===== src/rtl/ps2_host_tx.sv =====
// PS/2 host-to-device transmitter: inhibits the bus, issues a start bit, then shifts
// one command byte plus odd parity out on device-generated clocks and checks the ack.
module ps2_host_tx #(
    parameter int INHIBIT_CYCLES = 10000,
    parameter int START_TIMEOUT  = 1500000,
    parameter int XFER_TIMEOUT   = 200000
) (
    input  logic       clk,
    input  logic       rst,
    input  logic [7:0] tx_data,
    input  logic       tx_valid,
    output logic       tx_ready,
    input  logic       ps2_clk_in,
    input  logic       ps2_data_in,
    output logic       ps2_clk_drive_low,
    output logic       ps2_data_drive_low,
    output logic       busy,
    output logic       done,
    output logic       err
);
    localparam int INH_W = $clog2(INHIBIT_CYCLES + 1);
    localparam int STA_W = $clog2(START_TIMEOUT + 1);
    localparam int XFR_W = $clog2(XFER_TIMEOUT + 1);
    localparam logic [INH_W-1:0] INH_LAST = INH_W'(INHIBIT_CYCLES - 1);
    localparam logic [STA_W-1:0] STA_LAST = STA_W'(START_TIMEOUT - 1);
    localparam logic [STA_W-1:0] STA_MAX  = STA_W'(START_TIMEOUT);
    localparam logic [XFR_W-1:0] XFR_LAST = XFR_W'(XFER_TIMEOUT - 1);
    localparam logic [XFR_W-1:0] XFR_MAX  = XFR_W'(XFER_TIMEOUT);

    typedef enum logic [2:0] {
        S_IDLE, S_INHIBIT, S_REQ, S_SEND, S_ACK, S_WAIT_IDLE, S_ERR
    } state_t;

    state_t           r_state, w_state_nxt;
    logic             r_clk_meta, r_clk_sync, r_clk_prev;
    logic             r_data_meta, r_data_sync;
    logic [INH_W-1:0] r_inh_cnt, w_inh_cnt_nxt;
    logic [STA_W-1:0] r_start_cnt, w_start_cnt_nxt, w_start_inc;
    logic [XFR_W-1:0] r_xfer_cnt, w_xfer_cnt_nxt, w_xfer_inc;
    logic [3:0]       r_bit_cnt, w_bit_cnt_nxt;
    logic [8:0]       r_shift, w_shift_nxt;
    logic             w_clk_low_nxt, w_data_low_nxt, w_done_nxt, w_err_nxt;
    logic             w_fe, w_start_to, w_xfer_to;

    assign w_fe        = r_clk_prev & ~r_clk_sync;
    assign w_start_to  = (r_start_cnt == STA_LAST);
    assign w_xfer_to   = (r_xfer_cnt == XFR_LAST);
    assign w_start_inc = (r_start_cnt == STA_MAX) ? r_start_cnt : r_start_cnt + STA_W'(1);
    assign w_xfer_inc  = (r_xfer_cnt == XFR_MAX) ? r_xfer_cnt : r_xfer_cnt + XFR_W'(1);

    always_comb begin
        // NOTE: every output of this block is defaulted first, so no path can infer a latch.
        w_state_nxt     = r_state;
        w_inh_cnt_nxt   = r_inh_cnt;
        w_start_cnt_nxt = r_start_cnt;
        w_xfer_cnt_nxt  = r_xfer_cnt;
        w_bit_cnt_nxt   = r_bit_cnt;
        w_shift_nxt     = r_shift;
        w_clk_low_nxt   = 1'b0;
        w_data_low_nxt  = ps2_data_drive_low;
        w_done_nxt      = 1'b0;
        w_err_nxt       = 1'b0;
        case (r_state)
            S_IDLE: begin
                w_data_low_nxt = 1'b0;
                if (tx_valid) begin
                    w_state_nxt    = S_INHIBIT;
                    w_shift_nxt    = {~^tx_data, tx_data};
                    w_inh_cnt_nxt  = '0;
                    w_clk_low_nxt  = 1'b1;
                    w_data_low_nxt = (INH_LAST == '0);
                end
            end
            S_INHIBIT: begin
                if (r_inh_cnt == INH_LAST) begin
                    w_state_nxt     = S_REQ;
                    w_data_low_nxt  = 1'b1;
                    w_start_cnt_nxt = '0;
                end else begin
                    w_inh_cnt_nxt  = r_inh_cnt + INH_W'(1);
                    w_clk_low_nxt  = 1'b1;
                    // Start bit overlaps the last inhibit cycle.
                    w_data_low_nxt = (w_inh_cnt_nxt == INH_LAST);
                end
            end
            S_REQ: begin
                if (w_start_to) begin
                    w_state_nxt    = S_ERR;
                    w_err_nxt      = 1'b1;
                    w_data_low_nxt = 1'b0;
                end else if (w_fe) begin
                    w_state_nxt    = S_SEND;
                    w_bit_cnt_nxt  = '0;
                    w_xfer_cnt_nxt = '0;
                    w_data_low_nxt = ~r_shift[0];
                    w_shift_nxt    = {1'b1, r_shift[8:1]};
                end else begin
                    w_start_cnt_nxt = w_start_inc;
                end
            end
            S_SEND: begin
                if (w_xfer_to) begin
                    w_state_nxt    = S_ERR;
                    w_err_nxt      = 1'b1;
                    w_data_low_nxt = 1'b0;
                end else begin
                    w_xfer_cnt_nxt = w_xfer_inc;
                    if (w_fe) begin
                        if (r_bit_cnt == 4'd8) begin
                            w_state_nxt    = S_ACK;
                            w_data_low_nxt = 1'b0;
                        end else begin
                            w_bit_cnt_nxt  = r_bit_cnt + 4'd1;
                            w_data_low_nxt = ~r_shift[0];
                            w_shift_nxt    = {1'b1, r_shift[8:1]};
                        end
                    end
                end
            end
            S_ACK: begin
                if (w_xfer_to || (w_fe && r_data_sync)) begin
                    w_state_nxt    = S_ERR;
                    w_err_nxt      = 1'b1;
                    w_data_low_nxt = 1'b0;
                end else begin
                    w_xfer_cnt_nxt = w_xfer_inc;
                    if (w_fe) w_state_nxt = S_WAIT_IDLE;
                end
            end
            S_WAIT_IDLE: begin
                if (w_xfer_to) begin
                    w_state_nxt    = S_ERR;
                    w_err_nxt      = 1'b1;
                    w_data_low_nxt = 1'b0;
                end else begin
                    w_xfer_cnt_nxt = w_xfer_inc;
                    if (r_clk_sync && r_data_sync) begin
                        w_state_nxt = S_IDLE;
                        w_done_nxt  = 1'b1;
                    end
                end
            end
            default: begin
                w_state_nxt    = S_IDLE;
                w_data_low_nxt = 1'b0;
            end
        endcase
    end

    // NOTE: sequential state uses non-blocking assignments so all flops see pre-edge values.
    always_ff @(posedge clk) begin
        if (!rst) begin
            r_state            <= S_IDLE;
            r_clk_meta         <= 1'b1;
            r_clk_sync         <= 1'b1;
            r_clk_prev         <= 1'b1;
            r_data_meta        <= 1'b1;
            r_data_sync        <= 1'b1;
            r_inh_cnt          <= '0;
            r_start_cnt        <= '0;
            r_xfer_cnt         <= '0;
            r_bit_cnt          <= '0;
            r_shift            <= '0;
            ps2_clk_drive_low  <= 1'b0;
            ps2_data_drive_low <= 1'b0;
            busy               <= 1'b0;
            tx_ready           <= 1'b1;
            done               <= 1'b0;
            err                <= 1'b0;
        end else begin
            r_state            <= w_state_nxt;
            r_clk_meta         <= ps2_clk_in;
            r_clk_sync         <= r_clk_meta;
            r_clk_prev         <= r_clk_sync;
            r_data_meta        <= ps2_data_in;
            r_data_sync        <= r_data_meta;
            r_inh_cnt          <= w_inh_cnt_nxt;
            r_start_cnt        <= w_start_cnt_nxt;
            r_xfer_cnt         <= w_xfer_cnt_nxt;
            r_bit_cnt          <= w_bit_cnt_nxt;
            r_shift            <= w_shift_nxt;
            ps2_clk_drive_low  <= w_clk_low_nxt;
            ps2_data_drive_low <= w_data_low_nxt;
            busy               <= (w_state_nxt != S_IDLE);
            tx_ready           <= (w_state_nxt == S_IDLE);
            done               <= w_done_nxt;
            err                <= w_err_nxt;
        end
    end
endmodule


===== config.mk =====
export PLATFORM = sky130hd
export DESIGN_NAME = ps2_host_tx
export DESIGN_NICKNAME = d
export VERILOG_FILES = /design/src/rtl/ps2_host_tx.sv
export SDC_FILE = /design/constraint.sdc
export NUM_CORES = 1
export LEC_CHECK = 0
export CORE_MARGIN = 5
export CORE_UTILIZATION = 33
export CTS_BUF_LIST = sky130_fd_sc_hd__clkbuf_8
export DETAILED_ROUTE_END_ITERATION = 7
export GPL_TIMING_DRIVEN = 0
export SLEW_MARGIN = 20
export SYNTH_ARGS = -nofsm -noshare
export SYNTH_HDL_FRONTEND = slang
export SYNTH_SLANG_ARGS = --single-unit

===== constraint.sdc =====
create_clock -name clk -period 2.9 [get_ports clk]
set_clock_uncertainty 0.1 [all_clocks]
set_input_delay 0.435 -clock clk [delete_from_list [all_inputs] [get_ports clk]]
set_output_delay 0.435 -clock clk [all_outputs]
set_load 0.02 [all_outputs]

# Yosys cells after proc, flatten, opt, wreduce, memory -nomap -nowiden
# Cells that the tools add are included.
# classes
n_bitwise	5
add_sub_neg	4
eq_ne	28
n_mux	56
n_reduce_logical	20
# op_table
op	count
2-to-1 mux 18 bit	5
2-to-1 mux 21 bit	4
2-to-1 mux 9 bit	6
case mux 18 bit (3 select lines)	1
equality test 21 bit, second input constant	2
case mux 21 bit (2 select lines)	1
equality test 18 bit, second input constant	2
2-to-1 mux 3 bit	11
equality test 14 bit, second input constant	2
2-to-1 mux 14 bit	2
!= test 2 bit, second input constant	14
case mux 14 bit (2 select lines)	1
case mux 9 bit (3 select lines)	1
adder 21 x 1 -> 21 bit, second input constant	1
2-to-1 mux 4 bit	5
adder 18 x 1 -> 18 bit, second input constant	1
case mux 3 bit (6 select lines)	1
adder 14 x 1 -> 14 bit, second input constant	1
2-to-1 mux 1 bit	14
AND reduction 5 bit	2
nonzero test 3 bit	3
case mux 4 bit (2 select lines)	1
XNOR reduction 8 bit	1
AND reduction 7 bit	1
other kinds (20)	30
# word_totals
reg_bits	80
out_inout_bits	6
in_bits	13

# Longest topological paths before layout
# logic_depth
depth_word	7
mapped_depth	10

# Least setup slack after synthesis
# Ideal clock, no wire load.
# synth_timing
path_type	flip-flop to flip-flop
start	reg r_start_cnt[0]
end	reg r_xfer_cnt[3]
path_slack_ps	637
required_time_ps	2683
setup_time_ps	117
arrival_time_ps	2045
stages_incl_launch_ff	9
cell_sequence	dfxtp_1 -> ha_1 -> nand4_2 -> nor2_1 -> a21oi_2 -> o2111ai_1 -> buf_2 -> a211o_1 -> a32o_1
# synth_via
elab_chain_cells	3
# synth_lines
item	line_no	source
start: declaration	38	logic [STA_W-1:0] r_start_cnt, w_start_cnt_nxt, w_start_inc;
start signal: assignment	178	r_start_cnt <= w_start_cnt_nxt;
equality test 21 bit	46	assign w_start_to = (r_start_cnt == STA_LAST);
!= test 2 bit (no source line)	n/a	
AND reduction 5 bit (no source line)	n/a	
end signal: assignment	179	r_xfer_cnt <= w_xfer_cnt_nxt;
end: declaration	39	logic [XFR_W-1:0] r_xfer_cnt, w_xfer_cnt_nxt, w_xfer_inc;
# Every way passes these cells.
# A chain may end at the register's enable or synchronous reset.

# Final worst setup path
# Same ends and word-level chain as after synthesis.

==> impl_metrics.ini <==
[critical_path]
worst_setup_path_start_kind = flip-flop
worst-endpoint-arrival_ps = 2830
timing.critical_path.required_ps = 3070
timing.reg2reg.worst_path_depth = 8
path_max_fanout = 10
cp-end-kind = flip-flop
criticalPathCategory = reg -> reg

[global_route]
number_of_global_route_vias_before_repair = 4125
antenna_found_initial = 0
grt_use_total = 0.149
global_route_wire_length_before_repair_mm = 20.2
pin_count_of_the_biggest_net_entering_global_routing = 14
grt_overflow = 0

[clocking]
cts-buffers-inserted = 9
clock_insertion_delay_worst_skew_ps = 370
clk_path_buf_depth = 2
cts.sinks = 80
clock_tree.root_cell = sky130_fd_sc_hd__clkbuf_8
cts_tree = built
clk_transition_reported_paths_ps = 80
cts_max_level = 3

[drt]
drc_errors = 0
detailedRoute.firstPassIterationCount = 5
routed_wirelength_mm = 11.8
drt_via_density = 5.42
drt_iter0_markers = 274
drtAntennaViolNets = 0
vias = 4139
route.detailed.wl_per_inst_um = 15.4

[logic_synthesis]
synth.top_cell.area_share = 0.341
synth_edf_count = 0
netlist_instances = 546
yosys_reg_bits = 80
post-synth-top-area-cell = sky130_fd_sc_hd__dfxtp_1
yosysSeqAreaShare = 0.341
synth_common_cells = sky130_fd_sc_hd__dfxtp_1 (80), sky130_fd_sc_hd__nor2_1 (80), sky130_fd_sc_hd__nand2_1 (34)
post_synth_instance_area_mm2 = 0.00470
syn_area_per_cell_um2 = 8.60
synthArstFlopShare = 0
synthTopCellsByArea = sky130_fd_sc_hd__dfxtp_1 (34%), sky130_fd_sc_hd__nor2_1 (6.4%), sky130_fd_sc_hd__xnor2_1 (5.2%)
ys_warn_count = 0
yosys_most_used_dff = sky130_fd_sc_hd__dfxtp_1
postSynthNetCount = 571
ys_types = 72

[pwr]
power.total_mw = 2.34
total_leakage_power_nw = 1.72
vdd_drop_max_mv = 0.185
power.density_mw_per_mm2 = 433

[sta]
timing.max_slew.rel_slack = 0.510
post-route-period-util = 0.915
fmax_ghz = 0.377
finalSetupTns_ps = 0
final.hold.worst_slack_ps = 317
grt_setup_unrepaired = false
hold_viol_final = 0
finalWorstPathRequiredPeriod_ps = 2650
finalSetupViolations = 0
tightest_slew_ps = 735
maxSlewViolCount = 0
worst_slack_ps = 246

[final_layout]
num_antenna_cells = 0
final_net_count = 603
syn2layout_area_growth_pct = 14.8
share_of_final_layout_standard_cells_stronger_than_drive_strength_1 = 0.120

[placement]
pre_cts_slack_ps = 116
globalplace.congestion = 0.929
port_buffers = 18
dp.final_hpwl_mm = 8.54

[floorplanning]
floorplan.core_area_mm2 = 0.0139
floorplan.rows = 43
die_w_um = 129
num_io_pins = 19
die_height_um = 129
initial_core_util = 0.337
die-area_mm2 = 0.0167

[run]
timing.max_cap.violations = 0

[run_status]
status = finished, final reports clean

[min_path]
min_path_cells = 1
hp-class = reg -> reg
cell usage in the layout (no fill, tap or decap), types with 12 or more instances in the layout:
cell and instances:
sky130_fd_sc_hd__nand3_1 16, sky130_fd_sc_hd__xnor2_1 28, sky130_fd_sc_hd__nor3_1 12, sky130_fd_sc_hd__clkbuf_1 15, sky130_fd_sc_hd__nor2_1 80, sky130_fd_sc_hd__dfxtp_1 80
sky130_fd_sc_hd__a21oi_1 31, sky130_fd_sc_hd__ha_1 12, sky130_fd_sc_hd__nand2_1 34, sky130_fd_sc_hd__inv_1 16, sky130_fd_sc_hd__nand4_1 13, sky130_fd_sc_hd__clkdlybuf4s50_1 18
sky130_fd_sc_hd__o21ai_0 14
metal layers:
layer	vias to the layer above	share of wire	GRT usage
met4	0	0.016	0.0451
met5	-	0	0
met1	1987	0.48	0.195
met3	18	0.040	0.0350
li1	2061	-	-
met2	73	0.47	0.245
final cells by class:
class | count | area (µm²)
tap | 180 | 225
clock buffer | 11 | 151
timing repair buffer | 21 | 203
fill | 1431 | 8540
sequential | 80 | 1600
clock inverter | 5 | 103
multi-input combinational | 419 | 2880
inverter | 17 | 63.8
buffer | 30 | 164
flip-flops by register name, summed over array words and instances (netlist names), 3 cells and up:
register	flops
r_inh_cnt	14
r_state	3
r_bit_cnt	4
r_xfer_cnt	18
r_start_cnt	21
r_shift	9
critical path, stage by stage, from the launching register on:
cell	delay, ps
sky130_fd_sc_hd__dfxtp_1	380
sky130_fd_sc_hd__ha_1	220
sky130_fd_sc_hd__nand4_2	350
sky130_fd_sc_hd__nor2_1	440
sky130_fd_sc_hd__a21oi_4	180
sky130_fd_sc_hd__o2111ai_1	290
sky130_fd_sc_hd__buf_2	270
sky130_fd_sc_hd__nor3_1	90
sky130_fd_sc_hd__a32o_1	220
metrics by stage:
stage / area (µm²) / instances / utilization
after floorplan: 4700 / 546 / -
after global placement: 5100 / 744 / 0.366
after detailed placement: 5100 / 744 / 0.366
after CTS: 5360 / 760 / 0.384
after global routing: 5390 / 763 / 0.387
final: 5390 / 763 / 0.387
kinds of logic after synthesis:
kind of cell	count (synthesis)	synth area share
and+or+nand+nor	231	0.260
muxes	11	0.0234
AOI/OAI and AO/OA	128	0.226
adders and majority gates	12	0.0320
buffers and inverters	47	0.0485
DFF	80	0.341
xor gates and xnor gates	37	0.0690
power by group:
group / internal [mW] / leakage, nW / switching, mW
clock network: 0.617 / 0.126 / 0.425
registers: 1.12 / 0.649 / 0.0118
logic: 0.0685 / 0.942 / 0.0967
worst paths after layout:
check	endpoint	slack, ps	startpoint
hold / removal	r_clk_sync	320	r_clk_meta
setup reg to reg	r_xfer_cnt[3]	250	r_start_cnt[0]
hold reg to reg	r_clk_sync	320	r_clk_meta
setup / recovery	r_xfer_cnt[3]	250	r_start_cnt[0]
timing repair:
action	in CTS	in global routing
resized for setup	0	2
endpoints found under the setup margin	0	24
buffers inserted	0	3
hold buffers	0	0
No activity file was read; power rests on OpenSTA's default activity.
